[config.mk]
export PLATFORM = sky130hd
export DESIGN_NAME = uart_hex_printer
export DESIGN_NICKNAME = d
export VERILOG_FILES = /design/src/rtl/uart_hex_printer.sv
export SDC_FILE = /design/constraint.sdc
export NUM_CORES = 1
export LEC_CHECK = 0
export BUFFER_PORTS_ARGS = -buffer_cell sky130_fd_sc_hd__buf_2
export CAP_MARGIN = 20
export CORE_MARGIN = 2
export CORE_UTILIZATION = 30
export CTS_CLUSTER_DIAMETER = 200
export DETAILED_ROUTE_END_ITERATION = 8
export GPL_TIMING_DRIVEN = 0
export PLACE_DENSITY = 0.49
export SETUP_SLACK_MARGIN = 0.05
export SKIP_CTS_REPAIR_TIMING = 1
export SYNTH_ARGS = -nofsm -noshare
export SYNTH_HDL_FRONTEND = slang
export SYNTH_SLANG_ARGS = --single-unit
[constraint.sdc]
create_clock -name clk -period 7.75 [get_ports clk]
set_input_delay 0.3875 -clock clk [delete_from_list [all_inputs] [get_ports clk]]
set_output_delay 0.3875 -clock clk [all_outputs]
set_load 0.01 [all_outputs]
[src/rtl/uart_hex_printer.sv]
// Renders a binary word as ASCII hex ("0x" prefix and CR LF optional) and hands the
// characters one at a time to the UART transmitter over its start/finish handshake.
module uart_hex_printer #(
    parameter int WORD_WIDTH = 32,
    parameter int PREFIX     = 1,
    parameter int NEWLINE    = 1
) (
    input  logic                  clk,
    input  logic                  reset,
    input  logic [WORD_WIDTH-1:0] word,
    input  logic                  word_valid,
    output logic                  word_ready,
    output logic                  busy,
    output logic [7:0]            tx_data,
    output logic                  tx_start,
    input  logic                  tx_finish
);

    // state | meaning
    // IDLE  | no message in progress, word_ready high
    // SEND  | single cycle, tx_start high with the current character on tx_data
    // WAIT  | character handed off, waiting for tx_finish from the transmitter

    localparam int NIBBLES = WORD_WIDTH / 4;
    localparam int PRE_LEN = 2 * PREFIX;
    localparam int MSG_LEN = PRE_LEN + NIBBLES + 2 * NEWLINE;
    localparam int IDX_W   = (MSG_LEN > 1) ? $clog2(MSG_LEN) : 1;

    localparam logic [1:0] ST_IDLE = 2'd0;
    localparam logic [1:0] ST_SEND = 2'd1;
    localparam logic [1:0] ST_WAIT = 2'd2;

    logic [1:0]            state_q, state_d;
    logic [IDX_W-1:0]      idx_q, idx_d;
    logic [WORD_WIDTH-1:0] word_q, word_d;
    logic [7:0]            tx_data_q, tx_data_d;
    logic                  tx_start_q, tx_start_d;

    function automatic logic [7:0] hex_char(input logic [3:0] nib);
        if (nib < 4'd10) return 8'h30 + {4'h0, nib};
        else             return 8'h37 + {4'h0, nib};
    endfunction

    function automatic logic [7:0] char_at(input logic [WORD_WIDTH-1:0] w, input int i);
        if (PREFIX != 0 && i == 0) return 8'h30;
        if (PREFIX != 0 && i == 1) return 8'h78;
        if (i < PRE_LEN + NIBBLES)
            return hex_char(4'(w >> (4 * (PRE_LEN + NIBBLES - 1 - i))));
        if (i == PRE_LEN + NIBBLES) return 8'h0D;
        return 8'h0A;
    endfunction

    always_comb begin
        state_d    = state_q;
        idx_d      = idx_q;
        word_d     = word_q;
        tx_data_d  = tx_data_q;
        tx_start_d = 1'b0;
        case (state_q)
            ST_IDLE: begin
                if (word_valid) begin
                    word_d     = word;
                    idx_d      = '0;
                    tx_data_d  = char_at(word, 0);
                    tx_start_d = 1'b1;
                    state_d    = ST_SEND;
                end
            end
            ST_SEND: begin
                state_d = ST_WAIT;
            end
            ST_WAIT: begin
                if (tx_finish) begin
                    if (idx_q == IDX_W'(MSG_LEN - 1)) begin
                        idx_d   = '0;
                        state_d = ST_IDLE;
                    end else begin
                        // Load the next character on the way into SEND so it is valid with tx_start.
                        idx_d      = idx_q + IDX_W'(1);
                        tx_data_d  = char_at(word_q, int'(idx_q) + 1);
                        tx_start_d = 1'b1;
                        state_d    = ST_SEND;
                    end
                end
            end
            default: begin
                state_d = ST_IDLE;
                idx_d   = '0;
            end
        endcase
    end

    always_ff @(posedge clk) begin
        if (reset) begin
            state_q    <= ST_IDLE;
            idx_q      <= '0;
            word_q     <= '0;
            tx_data_q  <= 8'h00;
            tx_start_q <= 1'b0;
        end else begin
            state_q    <= state_d;
            idx_q      <= idx_d;
            word_q     <= word_d;
            tx_data_q  <= tx_data_d;
            tx_start_q <= tx_start_d;
        end
    end

    assign word_ready = (state_q == ST_IDLE) && !reset;
    assign busy       = (state_q != ST_IDLE);
    assign tx_data    = tx_data_q;
    assign tx_start   = tx_start_q;

endmodule

==> results.py, run 1 <==
metrics = {
    "timing": {
        "finalHoldViolations": 0,
        "worst_slack_ps": 4150,
        "fin_crit_ps": 3600,
        "setup_tns_ps": 0,
        "tightest_slew_ps": 773,
        "setup_violations": 0,
        "period_share": 0.465,
        "hold_ws_ps": 297,
        "slew_violations": 0,
        "slew_headroom": 0.483,
        "rsz0062_at_grt": "false",
        "fin_skew_ps": 9.60,
        "clock.fmax_ghz": 0.277,
    },
    "floorplan": {
        "num_io_pins": 47,
        "coreArea_um2": 8090,
        "chipHeight_um": 94.8,
        "dieArea_um2": 8990,
        "start_util": 0.306,
        "die_x_um": 94.8,
        "placementRows": 33,
    },
    "synthesis": {
        "synth_cell_types": 53,
        "synth_warnings": 0,
        "synth_nets": 339,
        "syn-cell-area_um2": 2470,
        "ys_ff_latch": 46,
        "synth_area_leaders": "dfxtp_1 (37%), nand2_1 (12%), a21oi_1 (8.3%), mux4_1 (4.2%), mux4_2 (3.6%)",
        "syn_area_per_cell_um2": 8.36,
        "synthCells": 296,
        "ys.flop_type": "dfxtp_1",
        "yosysSeqAreaShare": 0.372,
        "synth_common_cells": "nand2_1 (77), dfxtp_1 (46), a21oi_1 (41)",
        "synth_top_cell_area_share": 0.372,
        "synth.most_common_cell": "nand2_1",
        "synth.largest_area_cell": "dfxtp_1",
        "synthArstFlopShare": 0,
        "synth_edf_count": 0,
    },
    "global_route": {
        "grt-ovfl-total": 0,
        "grt_pass1_vias": 2180,
        "grt_max_degree": 18,
        "grt.total_usage": 0.154,
        "grt_pass1_wl_um": 10700,
        "antenna_found_initial": 0,
    },
    "worst_setup_path": {
        "worst_ep_arrival_time_ps": 3820,
        "worstSetupPathType": "register to register",
        "path_max_fanout": 10,
        "worstPathCellList": "ha_1 -> buf_1 -> xnor2_1 -> ha_1 -> buf_6 -> mux4_2 -> mux2i_4 -> nand2b_1 -> ha_1 -> a211o_1 -> o32ai_1",
        "startpoint_type": "register",
        "r2r.worst_path.cells": 11,
        "crit_path_frequent_cell": "ha_1",
        "worstSetupEndpointType": "register",
        "slowest_delay_ps": 540,
        "cp_slowest_cell": "mux4_2",
        "critPathRequiredTime_ps": 7960,
    },
    "placed_design": {
        "hpwl_um": 4820,
        "gp_congestion": 0.878,
        "port_buffers": 45,
        "dpl_worst_slack_ps": 4190,
    },
    "clocking": {
        "cts_sinks": 46,
        "cts_tree": "yes",
        "path_clk_slew_ps": 100,
        "cts_buffers": 5,
        "root_buffer": "clkbuf_8",
        "clockBufferDepth": 2,
        "insertion_delay_ps": 310,
        "h-tree-depth": 2,
    },
    "power_and_ir_drop": {
        "pwr-share-clk": 0.321,
        "pwr_density_cell_nw_per_um2": 174,
        "p_switching_mw": 0.154,
        "p_int_mw": 0.355,
        "p_sw_frac": 0.303,
        "p_seq_frac": 0.508,
        "p_leak_nw": 1.20,
        "vdd_drop_max_v": 0.0000671,
        "combPwrFrac": 0.171,
        "p_total_mw": 0.510,
    },
    "worst_hold_path": {
        "hold_path_class": "input pin to register",
        "hold-path-cell-count": 3,
    },
    "outcome": {
        "outcome": "finished clean",
    },
    "finish": {
        "drive_gt1_frac": 0.209,
        "finalNetCount": 391,
        "areaGrowthSynthToFinish_pct": 18.3,
        "final_util": 0.362,
        "diodes": 0,
    },
    "detailed_routing": {
        "finalWirelength_um": 6460,
        "drtIter0Drc": 66,
        "wire_per_inst_um": 14.2,
        "drtPass1Iterations": 4,
        "ant_nets": 0,
        "vias": 2234,
        "vias_per_cell": 4.92,
        "drc": 0,
    },
    "flow_run": {
        "cap_violations": 0,
    },
}
[cell usage in the layout, fill, tap and decap left out, drive strengths merged, types with 3 or more instances in the layout]
cell type	instances
mux2i	3
clkbuf	18
o21ai	8
nor2	12
nand2b	5
ha	7
mux4	8
inv	10
dfxtp	46
nand2	77
buf	53
a31oi	3
nand3	6
a21oi	41
a21o	3
nor3	3
[path summary, 6_finish.rpt]
path	end	startpoint	slack [ps]
worst max register to register	tx_data[1]$_SDFFE_PP0P_	idx_q[1]$_SDFFE_PP0P_	4150
worst min register to register	word_q[2]$_SDFFE_PP0P_	word_q[2]$_SDFFE_PP0P_	460
worst max-delay path	tx_data[1]$_SDFFE_PP0P_	idx_q[1]$_SDFFE_PP0P_	4150
worst min-delay path	word_q[24]$_SDFFE_PP0P_	word[24]	300
[layout make-up]
type | count | area (um^2)
Inverter | 9 | 33.8
Sequential cell | 46 | 921
Fill cell | 930 | 5160
Clock buffer | 5 | 68.8
Buffer | 22 | 125
Tap cell | 105 | 131
Clock inverter | 3 | 27.5
Timing Repair Buffer | 45 | 225
Multi-Input combinational cell | 219 | 1400
[flip-flops by register name, indices dropped and copies added (netlist names)]
register / cells
word_q: 32
tx_data: 7
idx_q: 4
state_q: 2
tx_start: 1
[power by group through the flow]
stage / Sequential [mW] / Clock (mW) / Combinational [mW]
floorplan: 0.262 / 0 / 0.0592
global placement: 0.264 / 0 / 0.0877
detailed placement: 0.265 / 0 / 0.0886
CTS: 0.259 / 0.167 / 0.0888
global route: 0.261 / 0.176 / 0.0992
finish: 0.259 / 0.164 / 0.0874
[logic make-up (layout without fill, tap and decap cells)]
group | after synthesis | in the layout | synth area share
flip-flops | 46 | 46 | 0.372
XOR/XNOR | 2 | 2 | 0.00708
other | 1 | 1 | 0.00152
buffers and inverters | 31 | 84 | 0.0642
AO/OA/AOI/OAI | 75 | 75 | 0.187
multiplexers | 12 | 12 | 0.107
AND/OR/NAND/NOR | 122 | 122 | 0.226
adder cells (fa/ha/maj) | 7 | 7 | 0.0354
[critical path: cells and delay by family, from the launching register on]
kind,cells,cell delay [ps]
xor+xnor,1,200
simple gates,1,150
compound gates,2,530
mux,2,790
flops,1,470
fa+ha+maj,3,840
buf+inv,2,510
[per-layer routing]
metal	vias to the layer above	track usage	share of wire
met5	-	0	0
met4	0	0.0423	0.011
met3	7	0.0327	0.035
met2	47	0.263	0.48
met1	1045	0.195	0.47
li1	1135	-	-
[through the flow]
stage | instance area, um^2 | cells
global placement | 2830 | 446
global route | 2930 | 454
CTS | 2930 | 454
floorplan | 2470 | 296
detailed placement | 2830 | 446
finish | 2930 | 454
No activity file was read; power rests on OpenSTA's default activity.
==> run 2: changes to the inputs <==
- ABC_AREA: not set -> 1
- PLACE_DENSITY: 0.49 -> 0.5
- clock period: 7.75 -> 3.4 ns (I/O delays scaled with it)
==> run 2 against run 1 <==
Effect of this change: design area down 2.9%; combinational power rose to 2.7 times the previous value; non-clock buffer count down 4; cell count up 10%; area after synthesis down 3.2%; register-to-register slack worse by 3800 ps; worst setup slack worse by 3800 ps; worst hold slack worse by 230 ps; flip-flop and latch count unchanged; clock skew down 1.0 ps; critical path type unchanged; highest routed layer unchanged.
==> results.py, run 2 <==
metrics = {
    "worst_setup_path": {
        "worstSetupEndpointType": "register",
        "cp_slowest_cell": "dfxtp_2",
        "worst-path-buf-inv": 8,
        "path_delay_family": "buffers and inverters",
        "worstSetupPathType": "register to register",
        "worst_ep_arrival_time_ps": 3320,
        "path_max_fanout": 11,
        "worstPathCellList": "buf_4 -> inv_2 -> buf_6 -> ha_1 -> buf_4 -> inv_2 -> buf_6 -> ha_1 -> nand2_1 -> nor2_4 -> inv_1 -> nand2_1 -> nand3_1 -> nor2_1 -> inv_1 -> ha_1 -> nand3b_1 -> nand3_1 -> nand3_1 -> a21oi_1",
        "startpoint_type": "register",
        "critPathRequiredTime_ps": 3640,
        "slowest_delay_ps": 340,
    },
    "detailed_routing": {
        "vias": 2284,
        "drc": 0,
        "drtPass1Iterations": 4,
        "wire_per_inst_um": 12.4,
        "ant_nets": 0,
        "drtIter0Drc": 60,
        "vias_per_cell": 4.57,
        "finalWirelength_um": 6190,
    },
    "clocking": {
        "h-tree-depth": 2,
        "cts_buffers": 5,
        "cts_sinks": 46,
        "cts_tree": "yes",
        "insertion_delay_ps": 300,
        "path_clk_slew_ps": 90,
        "root_buffer": "clkbuf_8",
        "clockBufferDepth": 2,
    },
    "power_and_ir_drop": {
        "pwr_density_cell_nw_per_um2": 421,
        "vdd_drop_max_v": 0.000171,
        "p_leak_nw": 1.37,
    },
    "timing": {
        "fin_crit_ps": 3080,
        "rsz0062_at_grt": "false",
        "slew_violations": 0,
        "finalHoldViolations": 0,
        "period_share": 0.906,
        "setup_violations": 0,
        "fin_skew_ps": 8.56,
        "clock.fmax_ghz": 0.325,
        "setup_tns_ps": 0,
    },
    "outcome": {
        "outcome": "finished clean",
    },
    "synthesis": {
        "ys_ff_latch": 46,
        "synth.most_common_cell": "nor2_1",
        "syn_area_per_cell_um2": 6.94,
        "syn-cell-area_um2": 2390,
        "synthCells": 345,
        "synth_common_cells": "nor2_1 (71), nand2_1 (52), dfxtp_1 (46)",
        "synth_cell_types": 29,
        "synth.largest_area_cell": "dfxtp_1",
        "synth_warnings": 0,
        "synth_edf_count": 0,
        "synth_top_cell_area_share": 0.385,
        "yosysSeqAreaShare": 0.385,
        "synth_nets": 388,
        "synth_area_leaders": "dfxtp_1 (38%), nor2_1 (11%), o21ai_0 (8.8%), nand2_1 (8.2%), nand3_1 (5.2%)",
        "synthArstFlopShare": 0,
        "ys.flop_type": "dfxtp_1",
    },
    "placed_design": {
        "gp_congestion": 0.797,
        "port_buffers": 45,
        "dpl_cell_area_um2": 2750,
        "hpwl_um": 4600,
    },
    "global_route": {
        "grt-ovfl-total": 0,
        "grt_max_degree": 15,
        "grt_pass1_wl_um": 10600,
        "grt.total_usage": 0.153,
        "grt_pass1_vias": 2231,
        "antenna_found_initial": 0,
    },
    "finish": {
        "mostFrequentLayoutCells": "nor2_1 (71), nand2_1 (52), dfxtp_1 (45), buf_2 (45), o21ai_0 (42)",
        "diodes": 0,
        "areaGrowthSynthToFinish_pct": 18.8,
        "drive_gt1_frac": 0.211,
        "stdcell_area_um2": 2840,
        "final_util": 0.368,
        "finalNetCount": 440,
        "top_register": "word_q",
        "final_common_cell": "nor2_1",
        "largest_reg_flops": 32,
    },
    "floorplan": {
        "placementRows": 32,
        "coreArea_um2": 7730,
        "die_x_um": 93.3,
        "start_util": 0.310,
        "dieArea_um2": 8710,
        "num_io_pins": 47,
        "chipHeight_um": 93.3,
    },
    "flow_run": {
        "cap_violations": 0,
    },
    "worst_hold_path": {
        "hold_path_class": "input pin to register",
    },
}
## run 2: cell families (layout without fill, tap and decap cells)
family,Yosys count,count (layout),synth area share
and+or+nand+nor,166,166,0.317
AOI/OAI and AO/OA,73,73,0.162
buffers and inverters,52,105,0.0987
DFF,46,46,0.385
adders and majority gates,7,7,0.0366
other,1,1,0.00157
## run 2: metrics by stage
step	worst slack [ps]	hold slack [ps]	std cells	power [mW]
final	320	67.9	500	1.20
after global routing	85.1	56.9	500	1.28
after CTS	257	60.9	500	1.21
after detailed placement	277	386	492	0.855
after global placement	374	389	492	0.852
after floorplan	702	239	345	0.778
## run 2: worst paths after layout
path                                         startpoint                       to  slack, ps  cells after the start
worst max register to register    idx_q[0]$_SDFFE_PP0P_  tx_data[1]$_SDFFE_PP0P_        320                     20
worst max-delay path              idx_q[0]$_SDFFE_PP0P_  tx_data[1]$_SDFFE_PP0P_        320                     20
worst min register to register  word_q[30]$_SDFFE_PP0P_  word_q[30]$_SDFFE_PP0P_        460                      2
worst min-delay path                              reset  tx_data[2]$_SDFFE_PP0P_         70                      2
## run 2: cell type report
| cell class | count | area, um^2 |
|---|---|---|
| tap | 102 | 128 |
| timing repair buffer | 45 | 225 |
| clock buffer | 6 | 82.6 |
| fill | 874 | 4880 |
| sequential | 46 | 922 |
| clock inverter | 2 | 12.5 |
| buffer | 18 | 109 |
| inverter | 34 | 128 |
| multi-input combinational | 247 | 1240 |
## run 2: report_power, final
| group | leakage, nW | total [mW] | switching, mW | internal (mW) |
|---|---|---|---|---|
| sequential | 0.380 | 0.602 | 0.0195 | 0.582 |
| clock | 0.0472 | 0.357 | 0.193 | 0.164 |
| combinational | 0.941 | 0.238 | 0.151 | 0.0873 |
| total | 1.37 | 1.20 | 0.364 | 0.833 |
## run 2: per-layer routing
metal,vias to the layer above,wire [um],part of all wire,GRT usage
li1,1212,-,-,-
met1,1020,3070,0.50,0.204
met2,44,2770,0.45,0.248
met3,8,260,0.042,0.0338
met4,0,91,0.015,0.0417
met5,-,0,0,0
